$ cat src/rtl/merge.sv
// Controlled two-way merge: a control token on C picks whether A or B supplies
// the next data token, which lands in a single registered output stage R.
module merge #(
  parameter int WIDTH = 64
) (
  input  logic             clk,
  input  logic             reset,
  input  logic [WIDTH-1:0] A_data,
  input  logic             A_valid,
  output logic             A_ready,
  input  logic [WIDTH-1:0] B_data,
  input  logic             B_valid,
  output logic             B_ready,
  input  logic             C_data,
  input  logic             C_valid,
  output logic             C_ready,
  output logic [WIDTH-1:0] R_data,
  output logic             R_valid,
  input  logic             R_ready
);

  // Handshake: a transfer happens on a channel in any cycle where its valid and
  // ready are both high at the rising edge. A valid never waits on its ready.
  // Readies here depend combinationally on the valids and on R_ready.

  logic [WIDTH-1:0] r_state;
  logic             r_valid;

  logic w_space;
  logic w_take0;
  logic w_take1;

  // The output slot can accept a token if it is empty or is being drained now.
  assign w_space = !r_valid || R_ready;

  // Control and selected data are consumed together or not at all.
  assign w_take0 = !reset && C_valid && (C_data == 1'b0) && A_valid && w_space;
  assign w_take1 = !reset && C_valid && (C_data == 1'b1) && B_valid && w_space;

  assign A_ready = w_take0;
  assign B_ready = w_take1;
  assign C_ready = w_take0 || w_take1;

  always_ff @(posedge clk) begin
    if (reset) begin
      r_state <= '0;
      r_valid <= 1'b0;
    end else if (w_take0) begin
      r_state <= A_data;
      r_valid <= 1'b1;
    end else if (w_take1) begin
      r_state <= B_data;
      r_valid <= 1'b1;
    end else if (R_ready) begin
      r_valid <= 1'b0;
    end
  end

  assign R_data  = r_state;
  assign R_valid = r_valid;

endmodule

$ cat config.mk
export PLATFORM = sky130hd
export DESIGN_NAME = merge
export DESIGN_NICKNAME = d
export VERILOG_FILES = /design/src/rtl/merge.sv
export SDC_FILE = /design/constraint.sdc
export NUM_CORES = 1
export LEC_CHECK = 0
export ABC_AREA = 1
export CAP_MARGIN = 20
export CELL_PAD_IN_SITES_DETAIL_PLACEMENT = 1
export CELL_PAD_IN_SITES_GLOBAL_PLACEMENT = 1
export CORE_UTILIZATION = 28
export CTS_CLUSTER_DIAMETER = 30
export CTS_CLUSTER_SIZE = 25
export DETAILED_ROUTE_END_ITERATION = 7
export PLACE_DENSITY = 0.91
export SLEW_MARGIN = 20
export SYNTH_ARGS = -nofsm -noshare
export SYNTH_HDL_FRONTEND = slang
export SYNTH_SLANG_ARGS = --single-unit
$ cat constraint.sdc
create_clock -name clk -period 3.7 [get_ports clk]
set_input_delay 0.37 -clock clk [delete_from_list [all_inputs] [get_ports clk]]
set_output_delay 0.37 -clock clk [all_outputs]
set_load 0.1 [all_outputs]
==> results of run 1 <==
==> cell usage after synthesis (all sizes together) <==
cell,n
buf,46
a21oi,63
nand4,64
nor2,5
nand3,127
o21ai,2
dfxtp,65
nand2,66
nand3b,1
clkbuf,10
inv,133
a31o,1
==> flip-flops by register name, summed over array words and instances (netlist names) <==
signal,flops
R_data,64
R_valid,1
==> metal layers <==
metal / up-vias / wire length (µm) / share of wire, %
met5: - / 0 / 0
met4: 0 / 359 / 2.5
met3: 25 / 777 / 5.4
met2: 138 / 6915 / 48
met1: 2153 / 6295 / 44
li1: 2230 / - / -
==> how the worst min path moves through the flow <==
stage               start    endpoint  slack (ns)  cells after the start
2_1_floorplan  B_data[46]  R_data[46]        0.61                      4
3_3_place_gp   R_data[26]  R_data[26]        0.47                      2
3_5_place_dp   R_data[22]  R_data[22]        0.48                      2
4_1_cts        R_data[17]  R_data[17]        0.49                      2
5_1_grt        R_data[61]  R_data[61]        0.51                      2
6_report       R_data[59]  R_data[59]        0.49                      2
==> cell families (layout without fill, tap and decap cells) <==
| logic type | Yosys count | in the layout | share of synthesized area (%) |
|---|---|---|---|
| buffers and inverters | 189 | 360 | 20.97 |
| AND/OR/NAND/NOR | 263 | 263 | 35.19 |
| AO/OA/AOI/OAI | 66 | 66 | 8.957 |
| flip-flops | 65 | 65 | 34.89 |
==> per-stage QoR <==
stage / util [%] / cell area, µm² / cells / power (µW) / setup slack [ns]
after floorplan: - / 3730 / 583 / 1115 / 1.281
after global placement: 45.49 / 5834 / 912 / 1350 / 1.135
after detailed placement: 45.49 / 5834 / 912 / 1359 / 1.016
after CTS: 47.55 / 6098 / 926 / 2135 / 1.113
after global routing: 47.55 / 6098 / 926 / 2206 / 0.9602
final: 47.55 / 6098 / 926 / 2117 / 1.126
==> report_power, final <==
group	switching (µW)	total, µW	internal [µW]
clock	289	772	483
combinational	374	600	225
sequential	15.7	745	729
total	679	2120	1440
==> placed cells by master, fill, tap and decap left out <==
cell             count
buf_12               4
nor2_1               3
nor2_4               2
buf_4               10
clkdlybuf4s50_1    198
clkbuf_8             2
nand2_2              2
clkbuf_16            9
nand3_1            126
o21ai_0              2
nand2_1             64
nand3_4              1
dfxtp_1             65
a31o_2               1
nand3b_1             1
a21oi_1             63
nand4_1             64
buf_2                1
clkbuf_1             3
inv_1              133
==> critical path, stage by stage <==
cell and delay [ns]:
clkdlybuf4s50_1 0.45, inv_1 0.04, nand2_2 0.47, nand3b_1 0.24
buf_4 0.29, inv_1 0.14, buf_12 0.18
==> area by class of cell <==
type | instances | area, µm²
fill | 1637 | 6726
timing repair buffer | 213 | 2142
multi-input combinational | 329 | 1677
sequential | 65 | 1301
inverter | 133 | 499.2
clock buffer | 14 | 264.0
tap | 172 | 215.2
==> flow_metrics.env, run 1 <==
export IMPL_outcome="finished clean"
export IMPL_grtUsageMet1_pct=24.93
export IMPL_grt_setup_unrepaired="no"
export IMPL_setup_tns_ns=0
export IMPL_track_usage_pct=21.04
export IMPL_h_tree_depth=3
export IMPL_cts_root_buffer="clkbuf_16"
export IMPL_cp_start_kind="input port"
export IMPL_clk_pin_slew_ns=0.05
export IMPL_die_x_um=117.4
export IMPL_powerDensity_nw_per_um2=347.1
export IMPL_area_growth_pct=63.50
export IMPL_synthTopCellsByArea="dfxtp_1 (35%), nand3_1 (17%), inv_1 (13%)"
export IMPL_end_kind="output pin"
export IMPL_post_cts_setup_buffers=0
export IMPL_ys_seq_area_share_pct=34.89
export IMPL_drc=0
export IMPL_clk_latency_ns=0.32
export IMPL_wl_per_cell_um=15.49
export IMPL_antenna_cells=0
export IMPL_synth_area_leader_cell="dfxtp_1"
export IMPL_rrSetupSlack_ns=1.59
export IMPL_initialDrtViolationCount=262
export IMPL_gp_congestion=0.8052
export IMPL_finClkSkew_ns=0.006270
export IMPL_hpwl_um=10120
export IMPL_setup_violations_final=0
export IMPL_r2r_start="R_valid"
export IMPL_start_util_pct=29.08
export IMPL_avgSynthCellArea_um2=6.398
export IMPL_via_per_inst=4.909
export IMPL_grt_pass1_vias=4685
export IMPL_fin_hold_ws_ns=0.4855
export IMPL_ys_ff_latch=65
export IMPL_busiest_layer="met2"
export IMPL_overflow=0
export IMPL_endpoint="B_ready"
export IMPL_cts_made_buffers=9
export IMPL_antenna_found_initial=0
export IMPL_finalHoldViolCount=0
export IMPL_startpoint="R_ready"
export IMPL_core_rowCount=41
export IMPL_yosys_warnings=0
export IMPL_syn_num_nets=718
export IMPL_syn_area_um2=3730
export IMPL_ir_drop_mv=0.1737
export IMPL_max_slew_margin_rel_pct=31.74
export IMPL_worst_pin_slew_ns=1.021
export IMPL_use_met2_pct=36.17
export IMPL_cts_tree="yes"
export IMPL_route_vias_total=4546
export IMPL_final_nets=886
export IMPL_finalCriticalPeriod_ns=2.574
export IMPL_postCtsHoldBufs=0
export IMPL_min_delay_path_class="flop to flop"
export IMPL_dieArea_um2=13790
export IMPL_max_clock_path_buffers=2
export IMPL_drive_gt1_share_pct=4.244
export IMPL_crit_fanout=31
export IMPL_synth_cell_types=16
export IMPL_cts_sinks=65
export IMPL_max_cap_viol_count=0
export IMPL_syn_inst=583
export IMPL_slew_violations=0
export IMPL_arrival_ns=2.20
export IMPL_cp_required_ns=3.33
export IMPL_wirelength_um=14350
export IMPL_ios=203
export IMPL_grt_max_degree=76
export IMPL_rr_endpoint="R_data[2]"
export IMPL_port_buffers=202
export IMPL_first_pass_iters=4
export IMPL_critPathKind="input port to output pin"
export IMPL_post_cts_resized=0
export IMPL_die_h_um=117.4
export IMPL_fmax_mhz=388.5
export IMPL_drtAntennaViolNets=0
export IMPL_grt_pass1_wl_um=23660
export IMPL_reg2regPathDepth=6
export IMPL_synth_top_area_share_pct=34.89
export IMPL_p_leak_uw=0.002664
export IMPL_met3_usage_pct=5.204
export IMPL_fin_crit_sh_pct=69.57
export IMPL_core_area_um2=12820
No activity file was read; power rests on OpenSTA's default activity.
==> run 2: changes to the inputs <==
--- a/config.mk
+++ b/config.mk
@@ -9,11 +9,11 @@
 export CAP_MARGIN = 20
 export CELL_PAD_IN_SITES_DETAIL_PLACEMENT = 1
 export CELL_PAD_IN_SITES_GLOBAL_PLACEMENT = 1
-export CORE_UTILIZATION = 28
+export CORE_UTILIZATION = 26
 export CTS_CLUSTER_DIAMETER = 30
 export CTS_CLUSTER_SIZE = 25
 export DETAILED_ROUTE_END_ITERATION = 7
-export PLACE_DENSITY = 0.91
+export PLACE_DENSITY = 0.86
 export SLEW_MARGIN = 20
 export SYNTH_ARGS = -nofsm -noshare
 export SYNTH_HDL_FRONTEND = slang
==> constraint.sdc (replaced) <==
create_clock -name clk -period 2.6 [get_ports clk]
set_input_delay 0.26 -clock clk [delete_from_list [all_inputs] [get_ports clk]]
set_output_delay 0.26 -clock clk [all_outputs]
set_load 0.1 [all_outputs]
==> run 2 against run 1 <==
Register-to-register slack worse by 0.54 ns; utilization decreased by 4.4 points; non-clock buffer count is 3 higher; flip-flop and latch count did not move; global-route usage fell by 1.8 points; die area rose by 7.6%; hold slack worse by 0.017 ns; clock power up 58%; setup slack worse by 0.59 ns; combinational power grew 40%; sequential share of layout area up 0.30 points; highest routed layer unchanged.
==> flow_metrics.env, run 2 (synthesis results as in run 1) <==
export IMPL_area_growth_pct=61.22
export IMPL_dieArea_um2=14830
export IMPL_port_buffers=202
export IMPL_startpoint="C_data"
export IMPL_critPathKind="input port to output pin"
export IMPL_finalCriticalPeriod_ns=2.067
export IMPL_die_h_um=121.8
export IMPL_hpwl_um=9615
export IMPL_core_rowCount=43
export IMPL_track_usage_pct=19.27
export IMPL_antenna_found_initial=0
export IMPL_use_met2_pct=31.67
export IMPL_h_tree_depth=3
export IMPL_p_int_uw=2108
export IMPL_fin_crit_sh_pct=79.51
export IMPL_finalHoldViolCount=0
export IMPL_first_pass_iters=4
export IMPL_final_nets=889
export IMPL_endpoint="A_ready"
export IMPL_cts_root_buffer="clkbuf_16"
export IMPL_cp_required_ns=2.34
export IMPL_grt_pass1_vias=4348
export IMPL_cp_start_kind="input port"
export IMPL_min_delay_path_class="input port to flop"
export IMPL_met3_usage_pct=4.682
export IMPL_clkPwrFrac_pct=39.0
export IMPL_worst_pin_slew_ns=0.7712
export IMPL_grtUsageMet1_pct=24.48
export IMPL_drtAntennaViolNets=0
export IMPL_p_switching_uw=1005
export IMPL_core_area_um2=13930
export IMPL_cts_tree="yes"
export IMPL_swShare_pct=32.28
export IMPL_power_frac_seq_pct=34.0
export IMPL_powerDensity_nw_per_um2=517.8
export IMPL_drc=0
export IMPL_initialDrtViolationCount=316
export IMPL_largest_reg_flops=64
export IMPL_drive_gt1_share_pct=13.83
export IMPL_ios=203
export IMPL_n_fill_cell=1791
export IMPL_finClkSkew_ns=0.002962
export IMPL_setup_violations_final=0
export IMPL_die_x_um=121.8
export IMPL_reg2regPathDepth=6
export IMPL_gp_congestion=0.7560
export IMPL_grt_pass1_wl_um=22430
export IMPL_post_cts_setup_buffers=0
export IMPL_busiest_layer="met2"
export IMPL_r2r_start="R_valid"
export IMPL_crit_fanout=45
export IMPL_max_cap_viol_count=0
export IMPL_arrival_ns=1.81
export IMPL_end_kind="output pin"
export IMPL_clk_pin_slew_ns=0.05
export IMPL_start_util_pct=26.77
export IMPL_cts_sinks=65
export IMPL_max_clock_path_buffers=2
export IMPL_wl_per_cell_um=14.90
export IMPL_grt_setup_unrepaired="no"
export IMPL_wirelength_um=13990
export IMPL_final_cell_mix="inv_1 (133), clkdlybuf4s50_1 (133), nand3_1 (126)"
export IMPL_cts_made_buffers=9
export IMPL_ir_drop_mv=0.3440
export IMPL_setup_tns_ns=0
export IMPL_max_slew_margin_rel_pct=48.58
export IMPL_overflow=0
export IMPL_grt_max_degree=66
export IMPL_p_leak_uw=0.002827
export IMPL_clk_latency_ns=0.33
export IMPL_rr_endpoint="R_data[27]"
export IMPL_via_per_inst=4.780
export IMPL_post_cts_resized=0
export IMPL_antenna_cells=0
export IMPL_postCtsHoldBufs=0
export IMPL_fmax_mhz=483.8
export IMPL_comb_power_share_pct=27.0
export IMPL_slew_violations=0
export IMPL_route_vias_total=4488
export IMPL_outcome="finished clean"
export IMPL_rrSetupSlack_ns=1.05
export IMPL_fin_hold_ws_ns=0.4682
-- run 2: cell count changes in the layout (fill, tap and decap cells not counted) --
| cell | before | now |
|---|---|---|
| clkinv_2 | 0 | 4 |
| clkdlybuf4s50_1 | 198 | 133 |
| clkinvlp_4 | 0 | 1 |
| clkbuf_8 | 2 | 1 |
| bufinv_16 | 0 | 1 |
| clkbuf_1 | 3 | 0 |
| buf_12 | 4 | 5 |
| buf_4 | 10 | 77 |
-- run 2: cell type report --
type                    count  area, µm²  area share (%)
repair buffers            216       2014           33.50
multi-input cells         329       1677           27.88
flip-flops and latches     65       1301           21.64
inverters                 133      499.2           8.302
clock buffers              10      239.0           3.974
well taps                 180      225.2           3.745
clock inverters             6      57.56          0.9571
-- run 2: worst max-delay path: stages --
cell	delay, ns
clkdlybuf4s50_1	0.54
nor2_4	0.07
nand3_4	0.15
buf_4	0.43
inv_1	0.14
buf_12	0.19
-- run 2: metal layers --
metal / vias up / part of all wire [%]
li1: 2236 / -
met1: 2099 / 44
met2: 134 / 49
met3: 19 / 5.8
met4: 0 / 1.8
met5: - / 0
-- run 2: metrics by stage --
step	std cells	setup WS (ns)	utilization [%]	instance area [µm²]	total power [µW]
finish	939	0.5328	43.15	6013	3113
global route	939	0.4336	43.15	6013	3259
CTS	939	0.5131	43.15	6013	3154
detailed placement	923	0.5179	41.03	5717	1924
global placement	923	0.5468	41.03	5717	1911
floorplan	583	0.2911	-	3730	1587
-- run 2: power groups by stage --
| stage | Clock [µW] | Sequential [µW] | Combinational (µW) |
|---|---|---|---|
| after CTS | 1250 | 1060 | 846 |
| after global routing | 1300 | 1060 | 896 |
| after detailed placement | 0 | 1080 | 845 |
| after floorplan | 0 | 1360 | 224 |
| final | 1220 | 1060 | 839 |
| after global placement | 0 | 1080 | 833 |
-- run 2: how the worst min path moves through the flow --
stage	startpoint	to	cells after the start
after floorplan	B_data[46]	R_data[46]	4
after global placement	R_data[35]	R_data[35]	2
after detailed placement	R_data[50]	R_data[50]	2
after CTS	reset	R_data[45]	6
after global routing	reset	R_data[45]	6
final	reset	R_data[45]	6
==> run 3: changes to the inputs <==
--- a/config.mk
+++ b/config.mk
@@ -9,11 +9,11 @@
 export CAP_MARGIN = 20
 export CELL_PAD_IN_SITES_DETAIL_PLACEMENT = 1
 export CELL_PAD_IN_SITES_GLOBAL_PLACEMENT = 1
-export CORE_UTILIZATION = 26
+export CORE_UTILIZATION = 23
 export CTS_CLUSTER_DIAMETER = 30
 export CTS_CLUSTER_SIZE = 25
 export DETAILED_ROUTE_END_ITERATION = 7
-export PLACE_DENSITY = 0.86
+export PLACE_DENSITY = 0.81
 export SLEW_MARGIN = 20
 export SYNTH_ARGS = -nofsm -noshare
 export SYNTH_HDL_FRONTEND = slang
==> constraint.sdc (replaced) <==
create_clock -name clk -period 1.9 [get_ports clk]
set_input_delay 0.19 -clock clk [delete_from_list [all_inputs] [get_ports clk]]
set_output_delay 0.19 -clock clk [all_outputs]
set_load 0.1 [all_outputs]
==> run 3 against run 2 <==
Routed wire length is 2.0% higher; register-to-register slack lost 0.57 ns; die area grew 13%; highest routed layer unchanged; clock skew increased by 0.0019 ns; utilization down 4.6 points; setup slack worse by 0.37 ns; critical path type unchanged; hold slack worse by 0.069 ns; clock power increased by 26%; first-iteration DRC count decreased by 43%.
==> flow_metrics.env, run 3 (synthesis results as in run 1) <==
export IMPL_critPathKind="input port to output pin"
export IMPL_fmax_mhz=576.6
export IMPL_core_rowCount=46
export IMPL_post_cts_setup_buffers=0
export IMPL_rrSetupSlack_ns=0.48
export IMPL_grt_setup_unrepaired="no"
export IMPL_via_per_inst=4.680
export IMPL_die_h_um=129.3
export IMPL_antenna_cells=0
export IMPL_setup_tns_ns=0
export IMPL_fin_crit_sh_pct=91.28
export IMPL_cp_required_ns=1.71
export IMPL_setup_violations_final=0
export IMPL_whs_path_depth=5
export IMPL_cts_made_buffers=9
export IMPL_gp_congestion=0.7509
export IMPL_hold_start="reset"
export IMPL_final_nets=892
export IMPL_arrival_ns=1.54
export IMPL_cts_tree="yes"
export IMPL_powerDensity_nw_per_um2=679.3
export IMPL_ir_drop_mv=0.3257
export IMPL_overflow=0
export IMPL_p_leak_uw=0.002852
export IMPL_setup_ws_ns=0.1657
export IMPL_dp_cells=962
export IMPL_cp_start_kind="input port"
export IMPL_holdPathEnd="R_data[46]"
export IMPL_post_cts_resized=0
export IMPL_crit_fanout=4
export IMPL_slew_violations=0
export IMPL_end_kind="output pin"
export IMPL_max_cap_viol_count=0
export IMPL_drtAntennaViolNets=0
export IMPL_worst_pin_slew_ns=0.7504
export IMPL_place_ws_ns=0.1094
export IMPL_min_delay_path_class="input port to flop"
export IMPL_track_usage_pct=17.25
export IMPL_outcome="finished clean"
export IMPL_reg2regPathDepth=6
export IMPL_final_cell_mix="inv_1 (133), clkdlybuf4s50_1 (133), nand3_1 (126)"
export IMPL_grt_max_degree=66
export IMPL_cts_root_buffer="clkbuf_16"
export IMPL_ios=203
export IMPL_max_slew_margin_rel_pct=49.98
export IMPL_startpoint="C_data"
export IMPL_cts_sinks=65
export IMPL_n_fill_cell=2028
export IMPL_drc=0
export IMPL_finClkSkew_ns=0.004897
export IMPL_port_buffers=202
export IMPL_antenna_found_initial=0
export IMPL_wirelength_um=14270
export IMPL_h_tree_depth=3
export IMPL_wl_per_cell_um=14.59
export IMPL_area_growth_pct=64.21
export IMPL_finalCriticalPeriod_ns=1.734
export IMPL_max_clock_path_buffers=2
export IMPL_hpwl_um=10080
export IMPL_core_area_um2=15890
export IMPL_r2r_start="R_valid"
export IMPL_route_vias_total=4577
export IMPL_layout_cells_non_filler=978
export IMPL_dieArea_um2=16730
export IMPL_largest_reg_flops=64
export IMPL_first_pass_iters=4
export IMPL_grt_pass1_vias=4449
export IMPL_postCtsHoldBufs=0
export IMPL_slowest_delay_ns=0.48
export IMPL_crit_slowest_cell="clkdlybuf4s50_1"
export IMPL_finalHoldViolCount=0
export IMPL_grt_pass1_wl_um=22540
export IMPL_start_util_pct=23.48
export IMPL_drive_gt1_share_pct=13.91
export IMPL_rr_endpoint="R_data[28]"
export IMPL_crit_chain="clkdlybuf4s50_1 -> nor2_4 -> nand3_4 -> nand2_2 -> buf_4 -> buf_12"
export IMPL_die_x_um=129.3
export IMPL_utilization_pct=38.56
export IMPL_initialDrtViolationCount=181
export IMPL_clk_latency_ns=0.32
export IMPL_clk_pin_slew_ns=0.05
[run 3: final cells by class]
type	count	area, µm²	area share, %
timing repair buffer	219	2100	34.28
multi-input combinational	329	1677	27.37
sequential	65	1303	21.27
inverter	133	499.2	8.151
tap	216	270.3	4.413
clock buffer	14	264.0	4.311
clock inverter	2	12.51	0.2043
[run 3: per-layer routing]
| metal | wire length [µm] | track usage (%) |
|---|---|---|
| met1 | 6409 | 21.51 |
| met2 | 6609 | 28.91 |
| met3 | 1134 | 5.285 |
| met4 | 113 | 4.221 |
| met5 | 0 | 0 |
[run 3: how the worst max path moves through the flow]
| stage | endpoint | slack (ns) | cells past startpoint |
|---|---|---|---|
| 2_1_floorplan | A_ready | 0.007 | 5 |
| 4_1_cts | C_ready | 0.16 | 6 |
| 6_report | C_ready | 0.17 | 6 |
| 5_1_grt | C_ready | 0.10 | 7 |
| 3_3_place_gp | R_data[48] | 0.13 | 7 |
| 3_5_place_dp | R_data[27] | 0.11 | 7 |
[run 3: critical path, delay by kind of cell]
family	cells	cell delay (ns)
buffers and inverters	3	0.82
AND/OR/NAND/NOR	3	0.53
[run 3: report_power, final]
part | leakage [µW] | total [µW] | internal [µW] | switching [µW]
registers | 0.000529 | 1450 | 1420 | 30.4
clock network | 0.000133 | 1540 | 954 | 586
logic | 0.00219 | 1170 | 439 | 732
total | 0.00285 | 4160 | 2810 | 1350
[run 3: stage by stage]
stage | area, µm² | total power, µW | hold slack (ns)
final | 6125 | 4160 | 0.3990
after global routing | 6125 | 4355 | 0.4357
after CTS | 6125 | 4215 | 0.3912
after detailed placement | 5848 | 2655 | 0.4733
after global placement | 5848 | 2639 | 0.4716
after floorplan | 3731 | 2172 | 0.4300
